==> config.mk <==
export PLATFORM = sky130hd
export DESIGN_NAME = line_full_scanner
export DESIGN_NICKNAME = d
export VERILOG_FILES = /design/src/rtl/line_full_scanner.sv
export SDC_FILE = /design/constraint.sdc
export NUM_CORES = 1
export LEC_CHECK = 0
export ABC_AREA = 1
export BUFFER_PORTS_ARGS = -buffer_cell sky130_fd_sc_hd__buf_4
export CAP_MARGIN = 10
export CELL_PAD_IN_SITES_DETAIL_PLACEMENT = 1
export CELL_PAD_IN_SITES_GLOBAL_PLACEMENT = 2
export CORE_AREA = 2 2 86 88
export DETAILED_ROUTE_END_ITERATION = 16
export DIE_AREA = 0 0 88 90
export PLACE_DENSITY_LB_ADDON = 0.1
export SLEW_MARGIN = 15
export SYNTH_ARGS = -nofsm -noshare
export SYNTH_HDL_FRONTEND = slang
export SYNTH_SLANG_ARGS = --single-unit
export TNS_END_PERCENT = 5
==> constraint.sdc <==
create_clock -name clk -period 4.4 [get_ports clk]
set_input_delay 0.88 -clock clk [delete_from_list [all_inputs] [get_ports clk]]
set_output_delay 0.88 -clock clk [all_outputs]
set_load 0.01 [all_outputs]
==> src/rtl/line_full_scanner.sv <==
// -----------------------------------------------------------------------------
// line_full_scanner
//
// Walks the 20x10 game board through the shared board-memory read port, one
// cell per cycle in row-major order, and builds the line_full vector consumed
// by the line-clear engine. A row is full when none of its cells holds
// NULL_PIECE. When the walk completes, scan_done rises and line_full and
// line_count stay frozen until enable falls or reset asserts.
//
// Ports:
//   clk        in   system clock
//   reset      in   synchronous, active-high reset
//   enable     in   level; low behaves exactly like reset
//   cell_data  in   board read data for the address presented last cycle
//   pos_i      out  row address (0 = top row)
//   pos_j      out  column address
//   read       out  memory read strobe
//   line_full  out  bit r set means row r is full
//   line_count out  number of set bits in line_full
//   scan_done  out  line_full / line_count are valid and stable
// -----------------------------------------------------------------------------
module line_full_scanner #(
  parameter int         BOARD_HEIGHT = 20,
  parameter int         BOARD_WIDTH  = 10,
  parameter logic [2:0] NULL_PIECE   = 3'd0
) (
  input  logic                  clk,
  input  logic                  reset,
  input  logic                  enable,
  input  logic [2:0]            cell_data,
  output logic [4:0]            pos_i,
  output logic [4:0]            pos_j,
  output logic                  read,
  output logic [0:BOARD_HEIGHT-1] line_full,
  output logic [4:0]            line_count,
  output logic                  scan_done
);

  localparam logic [4:0] LAST_I = 5'(BOARD_HEIGHT - 1);
  localparam logic [4:0] LAST_J = 5'(BOARD_WIDTH - 1);

  typedef enum logic [1:0] {
    IDLE,
    SCAN,
    DRAIN,
    DONE
  } state_t;

  state_t     r_state;
  state_t     w_state_next;

  // Address/strobe of the previous cycle: tags the cell_data arriving now.
  logic [4:0] r_tag_i;
  logic [4:0] r_tag_j;
  logic       r_tag_valid;

  // Every cell of the current row seen so far was non-null.
  logic       r_row_ok;

  logic       w_clear;
  logic       w_last_addr;
  logic       w_cell_ok;
  logic       w_row_full;

  assign w_clear     = reset || !enable;
  assign w_last_addr = (pos_i == LAST_I) && (pos_j == LAST_J);
  assign w_cell_ok   = (cell_data != NULL_PIECE);
  assign w_row_full  = r_row_ok && w_cell_ok;

  // ---------------------------------------------------------------------------
  // State register
  // ---------------------------------------------------------------------------
  // NOTE: sequential state uses non-blocking (<=) so every flop samples the
  // pre-edge values; blocking (=) here would create order-dependent races.
  always_ff @(posedge clk) begin
    if (w_clear) begin
      r_state <= IDLE;
    end else begin
      r_state <= w_state_next;
    end
  end

  // ---------------------------------------------------------------------------
  // Next-state logic
  // ---------------------------------------------------------------------------
  // NOTE: the default assignment first guarantees every path drives
  // w_state_next, so no latch is inferred.
  always_comb begin
    w_state_next = r_state;
    case (r_state)
      IDLE:    w_state_next = SCAN;
      SCAN:    if (w_last_addr) w_state_next = DRAIN;
      DRAIN:   w_state_next = DONE;
      DONE:    w_state_next = DONE;
      default: w_state_next = IDLE;
    endcase
  end

  // ---------------------------------------------------------------------------
  // Address generator and registered outputs
  // ---------------------------------------------------------------------------
  always_ff @(posedge clk) begin
    if (w_clear) begin
      pos_i     <= '0;
      pos_j     <= '0;
      read      <= 1'b0;
      scan_done <= 1'b0;
    end else begin
      case (r_state)
        IDLE: begin
          pos_i <= '0;
          pos_j <= '0;
          read  <= 1'b1;
        end
        SCAN: begin
          if (w_last_addr) begin
            // Hold the final address; the last datum is still in flight.
            read <= 1'b0;
          end else if (pos_j == LAST_J) begin
            pos_j <= '0;
            pos_i <= pos_i + 5'd1;
          end else begin
            pos_j <= pos_j + 5'd1;
          end
        end
        DRAIN: begin
          read      <= 1'b0;
          scan_done <= 1'b1;
        end
        DONE: begin
          read      <= 1'b0;
          scan_done <= 1'b1;
        end
        default: begin
          read      <= 1'b0;
          scan_done <= 1'b0;
        end
      endcase
    end
  end

  // ---------------------------------------------------------------------------
  // Data path: evaluate each returned cell against its one-cycle-old tag
  // ---------------------------------------------------------------------------
  always_ff @(posedge clk) begin
    if (w_clear) begin
      r_tag_i     <= '0;
      r_tag_j     <= '0;
      r_tag_valid <= 1'b0;
      r_row_ok    <= 1'b1;
      line_full   <= '0;
      line_count  <= '0;
    end else begin
      r_tag_i     <= pos_i;
      r_tag_j     <= pos_j;
      r_tag_valid <= read;

      if (r_tag_valid) begin
        if (r_tag_j == LAST_J) begin
          // Row complete: commit its verdict and start fresh for the next row.
          line_full[r_tag_i] <= w_row_full;
          line_count         <= line_count + {4'd0, w_row_full};
          r_row_ok           <= 1'b1;
        end else begin
          r_row_ok <= w_row_full;
        end
      end
    end
  end

endmodule
== Yosys cells after proc, flatten, opt, wreduce, memory -nomap -nowiden ==
Index checks and enable logic that the tools add are counted.
Storage, ports and cells
  register bits: 51
  bits of input ports: 6
  output and inout port bits: 37
  logic and storage cells: 52
Cells by class
  add/subtract/negate cells: 3
  magnitude comparators: 2
  equal/unequal tests: 9
  mux-type cells: 14
  bitwise operators: 1
  reduce and logical (&&, ||, !) cells: 12
Operator list (count)
  $bwmux W20: 1
  $mux W5: 4
  $pmux W5 S2: 2
  $add A5 B1 Y5 const B: 2
  $eq A5 B4 Y1 const B: 2
  $ge A6 B6 Y1 const B: 1
  $lt A6 B1 Y1 const B: 1
  $ne A2 B2 Y1 const B: 3
  $not A5 Y6: 1
  $pmux W2 S3: 1
  $add A5 B1 Y5: 1
  $demux W1 S5: 1
  $eq A5 B5 Y1 const B: 1
  $eq A2 B2 Y1 const B: 2
  $reduce_and A2 Y1: 2
  $logic_and A1 B1 Y1: 3
  $mux W1: 3
  $pmux W1 S3: 1
  $reduce_and A3 Y1: 1
  $reduce_bool A3 Y1: 1
  $eq A2 B1 Y1 const B: 1
  $logic_not A2 Y1: 1
  $mux W2: 1
  $reduce_bool A2 Y1: 1
  other kinds (3): 3

== Depth between registers and ports, before layout ==
Gate-level depths: netlist of the first run.
  depth after elaboration: 6
  gate-level depth with buffers: 11
  mapped depth without buffers: 11

== Least setup slack after synthesis of the first run ==
No wires, ideal clock.
  path kind: input port to flip-flop
  start: input cell_data[1]
  end: register line_count[4]
  library setup time: 0.070 ns
  data arrival time: 2.186 ns
  required time: 4.330 ns
  setup slack: 2.144 ns
  stages on the path: 11
  path buffers: 1
  path through: nor2_1 > nand2_1 > nand2_1 > clkbuf_1 > inv_1 > ha_1 > ha_1 > nand3_1 > xnor2_1 > nand2_1 > a21oi_1
On the way
  longest elaborated chain between the ends: 3
Ends and longest elaborated chain
  from (decl): RTL line 30  | input logic [2:0] cell_data,
  $reduce_bool A3 Y1: RTL line 67  | assign w_cell_ok = (cell_data != NULL_PIECE);
  $logic_and A1 B1 Y1: RTL line 68  | assign w_row_full = r_row_ok && w_cell_ok;
  via w_row_full: RTL line 63  | logic w_row_full;
  $add A5 B1 Y5: RTL line 162  | line_count <= line_count + {4'd0, w_row_full};
  to (signal assigned): RTL line 162
  to (decl): RTL line 35  | output logic [4:0] line_count,
The timed path passes the listed nets, and every way through them passes these cells.
A chain may end at the register's enable or synchronous reset.

== Final worst setup path of the first run ==
Same ends and word-level chain as after synthesis.

==> results.ini, run 1 <==
[cells_and_area]
finalInstanceArea_mm2 = 0.002769
area_delta_synth_final_pct = 22.00
layout.filler_cells = 899
num_antenna_cells = 0
multiInputGateArea_mm2 = 0.001075
register_area_mm2 = 0.001021
layout-drive-gt1-share_pct = 19.21
nets = 364

[clocking]
tritoncts_num_sinks = 51
clk_pin_slew_ns = 0.09
cts_buffers = 5
htree_levels = 2
quantity_of_hold_fixing_buffers_added_after_cts = 0
postCtsResizedCells = 0
cts.repair_timing.setup_buffer_count = 0
ctsRootBufferMaster = clkbuf_8
insertion_delay_ns = 0.30
cts_tree = yes
cts.path.max_buffers = 2

[yosys]
postSynthNetCount = 323
synthArstFlopShare_pct = 0
synth.lib_cells_used.distinct = 25
netlist_top_cells_count = nand2_1, dfxtp_1, nor2_1
yosys_warnings = 0
yosys-top-cells-area = dfxtp_1, nand2_1, nand3_1, nor2_1, a21oi_1
syn_std_cell_area_mm2 = 0.002270
syn_area_per_cell_um2 = 7.275
synth.ff_latch_count = 51
synthDominantAreaCellType = dfxtp_1
yosysSeqAreaShare_pct = 44.98
most_used_flip_flop_cell_after_synthesis = dfxtp_1
synth.top_cell.area_share_pct = 44.98
synthCells = 312
synthMostInstantiatedCell = nand2_1
synth_edf_count = 0

[timing]
rsz0062_at_grt = no
timing_hold_violations_final = 0
finalSetupViolations = 0
max_slew_margin_pct = 50.14
tightest_slew_ns = 0.7461
period_share_pct = 54.08
max_freq_mhz = 420.2
post-route-min-period_ns = 2.380
total_count_of_max_transition_violations_in_the_final_report = 0
setup_tns_ns = 0
worst_clock_skew_ns = 0.005183

[setup_path]
cp_slowest_stage_delay_ns = 0.55
critPathRequiredTime_ns = 4.63
regToRegSetupSlack_ns = 2.51
critPathTopFamily = simple AND/OR/NAND/NOR gates
path_common_cell = nand2_1
worst_path_max_delay_cell = nand2_1
critical_path_peak_fanout = 22
crit_path_end_kind = register
worstPathBufferInverterCount = 2
timing.setup.critical_path_class = primary input to register
worstPathCellList = buf_4, nor2_1, nand2_1, nand2_1, inv_1, ha_1, ha_1, nand3_1, xnor2_1, nand2_1, a21oi_1
data_arrival_time_of_the_worst_path_ns = 2.61
critical_path.startpoint_type = primary input

[route]
ant_nets = 0
wl_per_cell_um = 12.00
drtIter0Drc = 65
detailroute.via_count = 2072
drtPass1Iterations = 4
route.detailed.vias_per_inst = 4.574
drc_errors = 0
wire_length_reported_by_the_detailed_router_um = 5434

[run]
timing.max_cap.violations = 0

[global_route]
grt_pass1_vias = 2020
grt_antenna_before_repair = 0
gr-total-overflow = 0
maximum_number_of_pins_on_one_net_before_global_route_repair = 30
wire_length_of_the_first_global_routing_pass_um = 9342
global_route.usage.total_pct = 14.55

[placed_design]
io_buffers = 42
dpl-instance-area_mm2 = 0.002670
place_congestion = 0.7187
hpwl_um = 3900

[floorplanning]
top_level_i_o_count = 43
die_height_um = 90
start_util_pct = 32.33
core-area_mm2 = 0.007020
die-area_mm2 = 0.007920
core.rowCount = 31
fp.dieW_um = 88

[power]
irDropWorstVdd_mv = 0.1427
leakage_nw = 1.231
power_frac_comb_pct = 5.1
share_clk_of_total_power_pct = 36.2
power.share.sequential_pct = 58.6
net-switching-power_uw = 191.6
swShare_pct = 23.98
final_power_uw = 799.1
power.density_mw_per_mm2 = 288.6
power.internal_uw = 607.4

[hold_path]
min-delay-path-class = register to register

[outcome]
run_status = completed

[final timing paths]
check | depth (start not counted) | from | end
worst max register to register | 8 | r_row_ok$_SDFFE_PP1P_ | line_count[4]$_SDFFE_PP0P_
worst min register to register | 2 | read$_SDFFE_PP0P_ | r_tag_valid$_SDFF_PP0_
worst max-delay path | 11 | cell_data[1] | line_count[4]$_SDFFE_PP0P_
worst min-delay path | 2 | read$_SDFFE_PP0P_ | r_tag_valid$_SDFF_PP0_
[worst register-to-register path: cells and delay by family (launching register included)]
family                     cells  cell delay (ns)
AOI/OAI and AO/OA              1             0.11
xor gates and xnor gates       1             0.12
adders and majority gates      2             0.43
buffers and inverters          1             0.11
DFF                            1             0.33
and+or+nand+nor                3             0.71
[per-layer routing]
metal | part of all wire (%) | global-route usage (%) | vias to the layer above
li1 | - | - | 1069
met1 | 52 | 21.23 | 964
met2 | 43 | 21.59 | 33
met3 | 3.6 | 2.847 | 6
met4 | 1.4 | 4.231 | 0
met5 | 0 | 0 | -
[registers in the layout (all words and copies together) (netlist names), 2 cells and up]
name,cells
r_tag_j,5
r_tag_i,5
line_count,5
pos_j,5
r_state,2
line_full,20
pos_i,5
[stage by stage]
step                      utilization (%)  hold slack, ns  std cells  worst slack [ns]
after floorplan                         -          0.4396        312             2.144
final                               39.44          0.4799        453             2.020
after global routing                39.44          0.4975        453             1.844
after detailed placement            38.03          0.4684        445             1.691
after CTS                           39.44          0.4847        453             2.014
after global placement              38.03          0.4579        445             1.743
[layout make-up]
type / count / share of cell area [%]
clock buffer: 6 / 2.982
multi-input combinational: 218 / 38.82
tap: 99 / 4.474
timing repair buffer: 43 / 11.66
sequential: 51 / 36.87
clock inverter: 2 / 0.5874
inverter: 34 / 4.609
[logic make-up (layout without fill, tap and decap cells)]
family	count (synthesis)	in the layout	synth area share, %
fa+ha+maj	5	5	2.756
buf+inv	43	85	7.773
xor+xnor	4	4	1.544
simple gates	175	175	35.39
flops	51	51	44.98
compound gates	34	34	7.552
[layout by cell type (no fill, tap or decap)]
cell / n
a21oi_1: 30
buf_4: 43
clkbuf_8: 6
clkinv_1: 2
clkinv_4: 1
clkinvlp_4: 1
dfxtp_1: 51
ha_1: 5
inv_1: 29
inv_2: 3
nand2_1: 70
nand3_1: 39
nand3b_1: 1
nand3b_4: 1
nand4_1: 3
nor2_1: 46
nor2_2: 8
nor2_4: 2
nor2_8: 2
nor3_1: 2
o21ai_0: 1
o21ai_1: 2
o22ai_1: 1
or2_2: 1
xnor2_1: 1
xor2_1: 3
[power groups by stage]
stage | clock (mW) | combinational, mW | sequential [mW]
4_1_cts | 0.305 | 0.0420 | 0.468
3_3_place_gp | 0 | 0.0411 | 0.479
6_report | 0.290 | 0.0411 | 0.468
2_1_floorplan | 0 | 0.0268 | 0.479
5_1_grt | 0.323 | 0.0472 | 0.469
3_5_place_dp | 0 | 0.0418 | 0.479
No activity file was read; power rests on OpenSTA's default activity.
==> inputs of run 2 (changes only) <==
--- a/config.mk
+++ b/config.mk
@@ -10,9 +10,9 @@
 export CAP_MARGIN = 10
 export CELL_PAD_IN_SITES_DETAIL_PLACEMENT = 1
 export CELL_PAD_IN_SITES_GLOBAL_PLACEMENT = 2
-export CORE_AREA = 2 2 86 88
+export CORE_AREA = 2 2 90 92
 export DETAILED_ROUTE_END_ITERATION = 16
-export DIE_AREA = 0 0 88 90
+export DIE_AREA = 0 0 92 94
 export PLACE_DENSITY_LB_ADDON = 0.1
 export SLEW_MARGIN = 15
 export SYNTH_ARGS = -nofsm -noshare
==> constraint.sdc (replaced) <==
create_clock -name clk -period 2.5 [get_ports clk]
set_input_delay 0.5 -clock clk [delete_from_list [all_inputs] [get_ports clk]]
set_output_delay 0.5 -clock clk [all_outputs]
set_load 0.01 [all_outputs]
==> run 2 against run 1 <==
Sequential cell count unchanged. Highest routed layer unchanged. Clock power increased by 79%. Sequential power grew 76%. Clock skew is 0.0019 ns higher. Sequential share of layout area shrank 0.25 points. Global-route usage decreased by 0.70 points. Worst hold slack got worse by 0.010 ns. Routed wire length up 3.3%. Count of clock-buffer cells in the layout did not move. Cell area rose by 0.68%. Register-to-register slack worse by 1.5 ns. Die area increased by 9.2%.
==> results.ini, run 2 (synthesized netlist as in run 1, its figures left out) <==
[cells_and_area]
nets = 366  ; +0.55%
area_delta_synth_final_pct = 22.82
finalInstanceArea_mm2 = 0.002788  ; +0.68%
largest_register_ffs = 20  ; unchanged
registers.top_by_ff_count = line_full
mostFrequentLayoutCell = nand2_1
layout-drive-gt1-share_pct = 19.66  ; +0.45 points
num_antenna_cells = 0  ; unchanged
non_filler_cells_final = 458  ; +1.1%
commonest_cells_after_routing_fill_and_taps_aside = nand2_1, dfxtp_1, nor2_1
finalCoreUtilization_pct = 36.64  ; -2.8 points
layout.filler_cells = 976  ; +8.6%

[global_route]
grt_pass1_vias = 2076  ; +2.8%
gr-total-overflow = 0  ; unchanged
wire_length_of_the_first_global_routing_pass_um = 9742  ; +4.3%
maximum_number_of_pins_on_one_net_before_global_route_repair = 29  ; -3.3%
global_route.usage.total_pct = 13.86  ; -0.70 points
grt_antenna_before_repair = 0  ; unchanged

[clocking]
insertion_delay_ns = 0.31  ; about the same
htree_levels = 2  ; unchanged
quantity_of_hold_fixing_buffers_added_after_cts = 0  ; unchanged
clk_pin_slew_ns = 0.09  ; about the same
cts_buffers = 5  ; unchanged
cts_tree = yes
cts.path.max_buffers = 2  ; unchanged
cts.repair_timing.setup_buffer_count = 0  ; unchanged
ctsRootBufferMaster = clkbuf_8
tritoncts_num_sinks = 51  ; unchanged
postCtsResizedCells = 0  ; unchanged

[run]
timing.max_cap.violations = 0  ; unchanged

[setup_path]
crit_path_end_kind = primary output
data_arrival_time_of_the_worst_path_ns = 1.01  ; -1.60 ns
cp_slowest_stage_delay_ns = 0.52  ; -0.03 ns
worstPathCellList = buf_4
critPathRequiredTime_ns = 2.00  ; -2.63 ns
critical_path.startpoint_type = register
critical_path_peak_fanout = 9  ; -59%
timing.setup.critical_path_class = register to primary output
worstPathBufferInverterCount = 1  ; -1
critPathTopFamily = flip-flops
worst_path_max_delay_cell = dfxtp_1

[floorplanning]
fp.dieW_um = 92  ; +4.5%
top_level_i_o_count = 43  ; unchanged
core.rowCount = 32  ; +3.2%
die_height_um = 94  ; +4.4%
start_util_pct = 29.84  ; -2.5 points
core-area_mm2 = 0.007607  ; +8.4%
die-area_mm2 = 0.008648  ; +9.2%

[hold_path]
min-delay-path-class = register to register

[route]
drtPass1Iterations = 3  ; -1
drc_errors = 0  ; unchanged
wl_per_cell_um = 12.26  ; +2.2%
wire_length_reported_by_the_detailed_router_um = 5616  ; +3.3%
ant_nets = 0  ; unchanged
drtIter0Drc = 35  ; -46%
route.detailed.vias_per_inst = 4.531  ; -0.95%
detailroute.via_count = 2075  ; +0.14%

[power]
leakage_nw = 1.241  ; +0.79%
share_clk_of_total_power_pct = 36.6  ; +0.4 points
power.density_mw_per_mm2 = 509.0  ; +76%
power.share.sequential_pct = 58.1  ; -0.5 points
irDropWorstVdd_mv = 0.1730  ; +21%
power_frac_comb_pct = 5.3  ; +0.2 points
net-switching-power_uw = 347.9  ; +82%
swShare_pct = 24.52  ; +0.53 points
power.internal_mw = 1.071  ; +76%

[timing]
setup_tns_ns = 0  ; unchanged
timing_hold_violations_final = 0  ; unchanged
worst_clock_skew_ns = 0.007098  ; +0.001915 ns
total_count_of_max_transition_violations_in_the_final_report = 0  ; unchanged
post-route-min-period_ns = 1.507
hold_ws_ns = 0.4696  ; -0.01036 ns
period_share_pct = 60.27
max_slew_margin_pct = 64.24  ; +14 points
rsz0062_at_grt = no
tightest_slew_ns = 0.5359  ; -0.2102 ns
max_freq_mhz = 663.7
finalSetupViolations = 0  ; unchanged

[placed_design]
io_buffers = 42  ; unchanged
dpl-instance-area_mm2 = 0.002689  ; +0.70%
hpwl_um = 4086  ; +4.8%
place_congestion = 0.7376  ; +2.6%
place.detailed.instances = 450  ; +1.1%

[outcome]
run_status = completed

-- run 2: path summary, 6_finish.rpt --
| path | start | end | slack (ns) | cells after the start |
|---|---|---|---|---|
| hold reg to reg | read$_SDFFE_PP0P_ | r_tag_valid$_SDFF_PP0_ | 0.47 | 2 |
| hold / removal | read$_SDFFE_PP0P_ | r_tag_valid$_SDFF_PP0_ | 0.47 | 2 |
| setup / recovery | pos_j[2]$_SDFFE_PP0P_ | pos_j[2] | 0.99 | 1 |
| setup reg to reg | pos_j[0]$_SDFFE_PP0P_ | pos_i[4]$_SDFFE_PP0P_ | 1.04 | 7 |
-- run 2: final cells by class --
type / instances / area, um2 / share of cell area, %
clock buffer: 6 / 82.58 / 2.962
clock inverter: 2 / 16.27 / 0.5835
inverter: 34 / 127.6 / 4.578
multi-input combinational: 218 / 1075 / 38.55
sequential: 51 / 1021 / 36.62
tap: 102 / 127.6 / 4.578
timing repair buffer: 45 / 337.8 / 12.12
-- run 2: per-stage QoR --
step / total power, mW / worst slack [ns]
after global routing: 1.479 / 0.8634
after floorplan: 0.8905 / 0.6245
after CTS: 1.441 / 0.9737
after detailed placement: 0.9190 / 0.7550
final: 1.419 / 0.9932
after global placement: 0.9183 / 0.7951
-- run 2: power by group through the flow --
stage / logic [mW] / registers, mW / clock network [mW]
floorplan: 0.0471 / 0.843 / 0
global route: 0.0864 / 0.826 / 0.567
global placement: 0.0751 / 0.843 / 0
detailed placement: 0.0759 / 0.843 / 0
CTS: 0.0762 / 0.824 / 0.541
finish: 0.0748 / 0.824 / 0.520
-- run 2: layer usage --
metal,GRT usage [%],share of wire (%)
met5,0,0
met4,3.731,0.91
met3,2.729,3.3
met2,22.49,44
met1,18.84,52
==> inputs of run 3 (changes only) <==
==> constraint.sdc (replaced) <==
create_clock -name clk -period 1.4 [get_ports clk]
set_input_delay 0.28 -clock clk [delete_from_list [all_inputs] [get_ports clk]]
set_output_delay 0.28 -clock clk [all_outputs]
set_load 0.01 [all_outputs]
==> run 3 against run 2 <==
Utilization increased by 2.5 points. Non-clock buffer count up 16. Cell count rose by 3.3%. Combinational power rose by 120%. First-iteration DRC count rose by 83%. Cell area up 6.8%. Worst hold slack got worse by 0.12 ns. Register-to-register slack worse by 0.90 ns. Critical path type is now register to register. Largest power group unchanged.
==> results.ini, run 3 (synthesized netlist as in run 1, its figures left out) <==
[power]
final_power_mw = 2.626  ; +85%
power.density_mw_per_mm2 = 882.2  ; +73%
leakage_nw = 1.324  ; +6.7%
irDropWorstVdd_mv = 0.3306  ; +91%

[timing]
post-route-min-period_ns = 1.262
worst_clock_skew_ns = 0.002157  ; -0.004942 ns
total_count_of_max_transition_violations_in_the_final_report = 0  ; unchanged
rsz0062_at_grt = no
period_share_pct = 90.16
setup_tns_ns = 0  ; unchanged
timing_hold_violations_final = 0  ; unchanged
max_freq_mhz = 792.2
max_slew_margin_pct = 72.44  ; +8.2 points
finalSetupViolations = 0  ; unchanged
final_setup_slack_of_the_worst_path_ns = 0.1378  ; -0.8554 ns
tightest_slew_ns = 0.4130  ; -0.1229 ns

[setup_path]
critPathRequiredTime_ns = 1.60  ; -0.40 ns
path_common_cell = nand2_1
worst_r2r_startpoint = pos_j[1]$_SDFFE_PP0P_
capturing_point_of_the_worst_reg2reg_path = pos_j[1]$_SDFFE_PP0P_
worst_path_max_delay_cell = dfxtp_1
timing.setup.critical_path_class = register to register
data_arrival_time_of_the_worst_path_ns = 1.47  ; +0.46 ns
worstPathCellList = inv_1, ha_1, nand2_1, nor2_2, nand2_1, nand2_1, nand2_2, nand2_1, nand2_1, inv_1
critical_path_peak_fanout = 4  ; -5
rr_worst_depth = 10  ; +3
critPathTopFamily = simple AND/OR/NAND/NOR gates
total_number_of_cells_along_the_worst_setup_path = 10  ; +9
cp_slowest_stage_delay_ns = 0.34  ; -0.18 ns
worstPathBufferInverterCount = 2  ; +1
critical_path.startpoint_type = register
crit_path_end_kind = register
regToRegSetupSlack_ns = 0.14  ; -0.90 ns

[placed_design]
place.detailed.instances = 466  ; +3.6%
place_ws_ns = -0.04979  ; -0.8048 ns
place_congestion = 0.7336  ; -0.54%
io_buffers = 42  ; unchanged
hpwl_um = 4288  ; +4.9%

[global_route]
grtUsageMet1_pct = 18.41  ; -0.44 points
wire_length_of_the_first_global_routing_pass_um = 9860  ; +1.2%
gr-total-overflow = 0  ; unchanged
use_met3_pct = 2.809  ; +0.080 points
global_route.peak_usage_layer = met2
grt_antenna_before_repair = 0  ; unchanged
global_route.usage.total_pct = 14.12  ; +0.27 points
maximum_number_of_pins_on_one_net_before_global_route_repair = 29  ; unchanged
grt_pass1_vias = 2167  ; +4.4%
met2_track_demand_over_resource_pct = 24.08  ; +1.6 points

[cells_and_area]
area_delta_synth_final_pct = 31.15
registers.top_by_ff_count = line_full
num_antenna_cells = 0  ; unchanged
finalCoreUtilization_pct = 39.13  ; +2.5 points
commonest_cells_after_routing_fill_and_taps_aside = nand2_1, buf_4, dfxtp_1
nets = 382  ; +4.4%
layout-drive-gt1-share_pct = 25.61  ; +5.9 points
largest_register_ffs = 20  ; unchanged
mostFrequentLayoutCell = nand2_1
non_filler_cells_final = 473  ; +3.3%

[route]
drtPass1Iterations = 4  ; +1
drc_errors = 0  ; unchanged
drtIter0Drc = 64  ; +83%
ant_nets = 0  ; unchanged
detailroute.via_count = 2119  ; +2.1%
wire_length_reported_by_the_detailed_router_um = 5688  ; +1.3%
route.detailed.vias_per_inst = 4.480  ; -1.1%
wl_per_cell_um = 12.03  ; -1.9%

[floorplanning]
core-area_mm2 = 0.007607  ; unchanged
fp.dieW_um = 92  ; unchanged
core.rowCount = 32  ; unchanged
start_util_pct = 29.84  ; unchanged
top_level_i_o_count = 43  ; unchanged
die_height_um = 94  ; unchanged
die-area_mm2 = 0.008648  ; unchanged

[hold_path]
hold_start = reset
holdPathEnd = pos_i[2]$_SDFFE_PP0P_
min-delay-path-class = primary input to register
timing.hold.worst_path_depth = 4  ; +2

[clocking]
cts.path.max_buffers = 2  ; unchanged
clk_pin_slew_ns = 0.09  ; about the same
cts_buffers = 5  ; unchanged
insertion_delay_ns = 0.30  ; about the same
htree_levels = 2  ; unchanged
tritoncts_num_sinks = 51  ; unchanged
ctsRootBufferMaster = clkbuf_8
cts_tree = yes

[outcome]
run_status = completed

[run]
timing.max_cap.violations = 0  ; unchanged

[run 3: how the worst max path moves through the flow]
stage          slack, ns                    endpoint                  start
2_1_floorplan     -0.001  line_count[4]$_SDFFE_PP0P_           cell_data[1]
3_3_place_gp       -0.02  line_count[4]$_SDFFE_PP0P_           cell_data[1]
3_5_place_dp       -0.05  line_count[4]$_SDFFE_PP0P_           cell_data[1]
4_1_cts             0.05       pos_j[1]$_SDFFE_PP0P_  pos_i[0]$_SDFFE_PP0P_
5_1_grt            0.003       pos_j[1]$_SDFFE_PP0P_  pos_j[2]$_SDFFE_PP0P_
6_report            0.14       pos_j[1]$_SDFFE_PP0P_  pos_j[1]$_SDFFE_PP0P_
[run 3: worst min-delay path: stages]
cell and delay (ns):
buf_4 0.08, nor2_2 0.05, inv_1 0.14, a21oi_1 0.05
[run 3: area by class of cell]
class	instances	area (um2)
flip-flops and latches	51	1021
clock buffers	6	72.57
inverters	34	130.1
clock inverters	1	30.03
well taps	102	127.6
multi-input cells	218	1125
fillers	987	4631
repair buffers	61	470.5
[run 3: where the power goes]
group | internal, mW | switching (mW) | total [mW]
clock | 0.525 | 0.470 | 0.995
sequential | 1.46 | 0.00749 | 1.47
combinational | 0.0647 | 0.0989 | 0.164
[run 3: timing repair]
action,4_1_cts,5_1_grt
endpoints found under the hold margin,0,0
resized for setup,0,5
setup buffers,0,0
endpoints found under the setup margin,0,7
hold buffers,0,0
[run 3: per-stage QoR]
step	area [um2]	hold WS, ns
3_5_place_dp	2864	0.4576
3_3_place_gp	2864	0.4583
4_1_cts	2967	0.3253
5_1_grt	2977	0.3600
2_1_floorplan	2322	0.4594
6_report	2977	0.3448
[run 3: routing by layer]
layer / part of all wire [%] / vias up
met1: 50 / 977
met3: 2.8 / 5
met5: 0 / -
li1: - / 1106
met2: 46 / 31
met4: 1.0 / 0
